--- src/rtl/mux8_rr_arbiter.sv ---
// ---------------------------------------------------------------------------
// mux8_rr_arbiter
//
// Round-robin arbiter for eight requesters that share one 8:1 data select.
//
// A grant lasts at most HOLD_MAX cycles. It ends early when the owner drops
// its request. Every grant is followed by a one-cycle RELEASE gap with gnt
// low, so the shared select never switches while a grant is active. The
// selected data bit is registered into y. y_vld marks each cycle in which y
// carries a sample taken during GRANT.
//
// Parameters
//   HOLD_MAX  maximum consecutive GRANT cycles per grant (1..15), default 4
//
// Ports
//   clk       single clock, rising edge
//   rst_n     asynchronous active-low reset
//   req[7:0]  request vector, bit i = requester i
//   d[0:7]    data bits, d[i] belongs to requester i
//   gnt[7:0]  registered one-hot grant (all zero outside GRANT)
//   s[2:0]    registered index of the current/last owner (select of the mux)
//   y         registered sample of d[s], taken while in GRANT, else 0
//   y_vld     registered flag: y holds a sample taken during GRANT
// ---------------------------------------------------------------------------
module mux8_rr_arbiter #(
  parameter int unsigned HOLD_MAX = 4
) (
  input  logic       clk,
  input  logic       rst_n,
  input  logic [7:0] req,
  input  logic [0:7] d,
  output logic [7:0] gnt,
  output logic [2:0] s,
  output logic       y,
  output logic       y_vld
);

  typedef enum logic [1:0] {
    IDLE    = 2'd0,
    GRANT   = 2'd1,
    RELEASE = 2'd2
  } state_e;

  // Value of hold_cnt during the final allowed GRANT cycle. hold_cnt is 0 in
  // the first GRANT cycle.
  localparam logic [3:0] HOLD_LAST = 4'(HOLD_MAX - 1);

  state_e     state_q,    state_d;
  logic [3:0] hold_cnt_q, hold_cnt_d;
  logic [2:0] ptr_q,      ptr_d;
  logic [7:0] gnt_q,      gnt_d;
  logic [2:0] s_q,        s_d;
  logic       y_q,        y_d;
  logic       y_vld_q,    y_vld_d;

  logic       req_any;
  logic       start_grant;
  logic [2:0] win_idx;
  logic       win_found;
  logic [2:0] cand;

  assign req_any = |req;

  // -------------------------------------------------------------------------
  // Round-robin winner search.
  // The search starts one past the last winner and wraps from 7 to 0. The
  // first set request bit wins. At k = 8 the candidate wraps back to ptr_q
  // itself, so the last owner is chosen only when nobody else is requesting.
  // -------------------------------------------------------------------------
  always_comb begin
    // NOTE: every variable written here gets a default first. A path that
    // leaves a variable unassigned would infer a latch.
    win_found = 1'b0;
    win_idx   = ptr_q;
    cand      = ptr_q;
    for (int k = 1; k <= 8; k++) begin
      cand = ptr_q + 3'(k);
      if (!win_found && req[cand]) begin
        win_found = 1'b1;
        win_idx   = cand;
      end
    end
  end

  // A new arbitration happens from IDLE or RELEASE when any request is set.
  assign start_grant = (state_q != GRANT) && req_any;

  // -------------------------------------------------------------------------
  // Next-state and registered-output logic.
  // -------------------------------------------------------------------------
  always_comb begin
    state_d    = state_q;
    hold_cnt_d = hold_cnt_q;
    ptr_d      = ptr_q;
    gnt_d      = gnt_q;
    s_d        = s_q;

    unique case (state_q)
      IDLE, RELEASE: begin
        if (start_grant) begin
          state_d    = GRANT;
          gnt_d      = 8'b1 << win_idx;
          s_d        = win_idx;
          ptr_d      = win_idx;
          hold_cnt_d = 4'd0;
        end else begin
          // RELEASE always lasts exactly one cycle. s keeps its last value.
          state_d = IDLE;
          gnt_d   = 8'h00;
        end
      end

      GRANT: begin
        if (hold_cnt_q != 4'hF) begin
          hold_cnt_d = hold_cnt_q + 4'd1;
        end
        // The owner's request is sampled every cycle. A single low cycle ends
        // the grant, even if the request rises again afterwards. Requests from
        // the other requesters are ignored until the next arbitration.
        if (!req[s_q] || (hold_cnt_q == HOLD_LAST)) begin
          state_d = RELEASE;
          gnt_d   = 8'h00;
        end
      end

      default: begin
        state_d    = IDLE;
        gnt_d      = 8'h00;
        hold_cnt_d = 4'd0;
      end
    endcase
  end

  // Data path: sample the selected bit only while a grant is active. d feeds
  // only y and never affects the FSM.
  always_comb begin
    y_vld_d = (state_q == GRANT);
    y_d     = (state_q == GRANT) ? d[s_q] : 1'b0;
  end

  // -------------------------------------------------------------------------
  // State registers. The reset is asynchronous, so gnt drops as soon as
  // rst_n falls, without waiting for a clock edge. ptr resets to 7 so the
  // first search after reset starts at requester 0.
  // -------------------------------------------------------------------------
  always_ff @(posedge clk or negedge rst_n) begin
    if (!rst_n) begin
      state_q    <= IDLE;
      hold_cnt_q <= 4'd0;
      ptr_q      <= 3'd7;
      gnt_q      <= 8'h00;
      s_q        <= 3'd0;
      y_q        <= 1'b0;
      y_vld_q    <= 1'b0;
    end else begin
      // NOTE: sequential state uses non-blocking assignments only. Every
      // register then updates from the values present before the edge.
      state_q    <= state_d;
      hold_cnt_q <= hold_cnt_d;
      ptr_q      <= ptr_d;
      gnt_q      <= gnt_d;
      s_q        <= s_d;
      y_q        <= y_d;
      y_vld_q    <= y_vld_d;
    end
  end

  assign gnt   = gnt_q;
  assign s     = s_q;
  assign y     = y_q;
  assign y_vld = y_vld_q;

  // -------------------------------------------------------------------------
  // Structural invariants of the grant outputs.
  // -------------------------------------------------------------------------
  a_gnt_onehot0 : assert property (@(posedge clk) disable iff (!rst_n)
    $onehot0(gnt_q));

  a_gnt_only_in_grant : assert property (@(posedge clk) disable iff (!rst_n)
    (gnt_q != 8'h00) == (state_q == GRANT));

  a_gnt_matches_s : assert property (@(posedge clk) disable iff (!rst_n)
    (gnt_q != 8'h00) |-> (gnt_q == (8'b1 << s_q)));

  a_hold_bounded : assert property (@(posedge clk) disable iff (!rst_n)
    (state_q == GRANT) |-> (hold_cnt_q <= HOLD_LAST));

endmodule

--- config.mk ---
export PLATFORM = sky130hd
export DESIGN_NAME = mux8_rr_arbiter
export DESIGN_NICKNAME = d
export VERILOG_FILES = /design/src/rtl/mux8_rr_arbiter.sv
export SDC_FILE = /design/constraint.sdc
export NUM_CORES = 1
export LEC_CHECK = 0
export CAP_MARGIN = 10
export CORE_AREA = 2 2 75 77
export DETAILED_ROUTE_END_ITERATION = 10
export DIE_AREA = 0 0 77 79
export PLACE_DENSITY = 0.66
export SLEW_MARGIN = 15
export SYNTH_ARGS = -nofsm -noshare
export SYNTH_HDL_FRONTEND = slang
export SYNTH_SLANG_ARGS = --single-unit
--- constraint.sdc ---
create_clock -name clk -period 4.65 [get_ports clk]
set_clock_uncertainty 0.1 [all_clocks]
set_input_delay 0.6975 -clock clk [delete_from_list [all_inputs] [get_ports clk]]
set_output_delay 0.6975 -clock clk [all_outputs]
set_load 0.05 [all_outputs]
==> metrics.yaml <==
antenna_violating_nets_post_route: 0
cts_buffers: 3
hold-path-endpoint: "gnt[4]$_DFFE_PN0P_"
place_ws_ns: 0.801
die_w_um: 77
post_synth_and_or_nand_nor_area_fraction_pct: 15.3
detail_route.first_pass.iterations: 7
cp.required_ns: 4.67
synth_compound_area_share_pct: 16.0
postCtsSetupRepairBufs: 0
setup_slack_of_the_worst_register_to_register_path_ns: 0.81
start_util_pct: 42.0
place.port_buffers: 30
clock_pin_slew_on_the_worst_setup_and_hold_paths_ns: 0.08
cts_tree: "yes"
synth.area.mux_share_pct: 32.6
report.final.hold_viol_count: 0
timing.reg2reg.worst_path_depth: 9
clockBufferDepth: 2
syn-instance-count: 202
dominant_combinational_cell_family_by_area_after_synthesis: "multiplexers"
path_class: "flip-flop to flip-flop"
worst_hold_startpoint: "gnt[4]$_DFFE_PN0P_"
synth_enable_flop_cells: 0
i_o_pin_cnt: 31
yosys_register_bits: 22
fin_setup_tns_ns: 0
worstSetupEndpointType: "flip-flop"
place_hpwl_mm: 3.67
remaining_drc_errors: 0
yosys_most_used_dff: "dfrtp_1"
post_cts_resized: 0
holdPathStages: 2
number_of_sinks_driven_by_the_clock_tree: 22
final_min_period_over_clock_period_pct: 82.6
clockRootBuffer: "clkbuf_8"
finalSetupViolations: 0
synth_largest_type_area_fraction_pct: 21.2
worst_r2r_endpoint: "s[0]$_DFFE_PN0P_"
outcome: "completed"
clock_insertion_delay_worst_skew_ns: 0.26
initialDrtViolationCount: 118
maxClockFrequency_mhz: 260
grt_pass1_vias: 1593
maximum_number_of_pins_on_one_net_before_global_route_repair: 23
worst_slack_ns: 0.807
fin_crit_ns: 3.84
num_rows: 27
slew_viol_final: 0
routabilityCongestion: 0.969
antenna_found_initial: 0
r2r_start: "ptr_q[0]$_DFFE_PN1P_"
yosys.area_share.xor_xnor_pct: 2.73
async_flop_share_pct: 100
synth.largest_area_cell: "dfrtp_1"
synth-adder-area-share_pct: 1.67
yosys_synthesis_warning_count: 0
design.core.area_um2: 5340
synth.avg_cell_area_um2: 11.1
wl_per_cell_um: 16.4
critical_path_arrival_ns: 3.86
final_layout_size_suffix_gt1_share_pct: 23.1
synth_top_cells_by_count: "nand2_1, dfrtp_1, mux2_2, mux2i_1, o21ai_0"
max_slew.worst_pin.slew_ns: 0.988
slew_headroom_pct: 33.9
cp-start-kind: "flip-flop"
netlist_area_um2: 2240
fp.dieArea_um2: 6080
synthesis.nets: 223
insertedDiodeCount: 0
synth_cell_types: 60
worstPathMaxFanout: 15
rsz_0062_raised_after_global_routing: "false"
vias_per_cell: 5.85
drt-total-wl_mm: 4.86
max_cap_viols: 0
cts-htree-levels: 1
synth_area_leaders: "dfrtp_1, mux4_1, mux4_2"
nets: 247
yosysMostFrequentCell: "nand2_1"
track_usage_pct: 16.5
wire_length_of_the_first_global_routing_pass_mm: 8.14
grt_overflow: 0
cts_hold_repair.buffers: 0
vias: 1737
flow.area_growth_from_synthesis_pct: 15.7
min_path_type: "flip-flop to flip-flop"
die_height_um: 79
yosysSeqAreaShare_pct: 24.7
[layout make-up]
class,instances,area [µm²]
multi-input combinational,159,1530
fill,501,2740
timing repair buffer,33,323
sequential,22,554
clock inverter,1,30.0
inverter,7,26.3
clock buffer,3,41.3
tap,72,90.1
[critical path, cell delays in order (launching register included)]
cell and delay (ns):
dfstp_2 0.53, clkinv_1 0.05, buf_4 0.16, ha_1 0.67, mux4_1 0.70, mux2_2 0.32, and2_2 0.21, a31oi_1 0.26
mux2i_1 0.53, o21ai_0 0.16
[placed cells by master, fill, tap and decap left out, types with 3 or more instances in the layout]
master            n
and2_2            4
buf_4             3
o31ai_1           8
nand3_1           5
clkbuf_8          3
nand2b_1          5
xnor2_1           3
xor2_1            4
mux2i_1          13
mux4_1            8
dfrtp_1          19
mux4_2            8
mux2_2           13
dfstp_2           3
nor2_1            8
a21oi_1           4
inv_1             6
or2_2             3
nor4_1            3
clkdlybuf4s50_1  30
nand2_1          20
ha_1              3
o21ai_0           9
[per-stage QoR]
step	instance area [µm²]	std cells	hold slack [ns]	utilization, %
after CTS	2600	297	0.390	48.6
after floorplan	2240	202	0.302	-
after detailed placement	2520	293	0.371	47.3
after global placement	2520	293	0.371	47.3
final	2600	297	0.380	48.6
after global routing	2600	297	0.407	48.6
[kinds of logic (layout without fill, tap and decap cells)]
| group | Yosys count | after routing |
|---|---|---|
| mux | 46 | 46 |
| simple gates | 58 | 58 |
| flops | 22 | 22 |
| xor+xnor | 7 | 7 |
| compound gates | 45 | 45 |
| fa+ha+maj | 3 | 3 |
| buf+inv | 21 | 44 |
[registers in the layout, summed over array words and instances, names as in the netlist]
register    flops
gnt             8
s               3
ptr_q           3
y               1
state_q         2
hold_cnt_q      4
y_vld           1
[metal layers]
| layer | vias up | GRT usage (%) | part of all wire (%) |
|---|---|---|---|
| met5 | - | 0 | 0 |
| met2 | 49 | 24.9 | 46 |
| met1 | 836 | 24.7 | 49 |
| li1 | 846 | - | - |
| met4 | 0 | 3.39 | 1.3 |
| met3 | 6 | 3.41 | 3.7 |
[worst max-delay path by stage]
stage,startpoint,to,cells after the start
global route,ptr_q[0]$_DFFE_PN1P_,s[0]$_DFFE_PN0P_,10
CTS,ptr_q[0]$_DFFE_PN1P_,s[0]$_DFFE_PN0P_,9
global placement,ptr_q[0]$_DFFE_PN1P_,s[0]$_DFFE_PN0P_,10
floorplan,ptr_q[0]$_DFFE_PN1P_,gnt[3]$_DFFE_PN0P_,11
detailed placement,ptr_q[0]$_DFFE_PN1P_,s[0]$_DFFE_PN0P_,9
finish,ptr_q[0]$_DFFE_PN1P_,s[0]$_DFFE_PN0P_,9
Power is left out: the tool's default activity adds up to more than one toggle a clock period on the data nets, which glitch-free logic cannot reach.
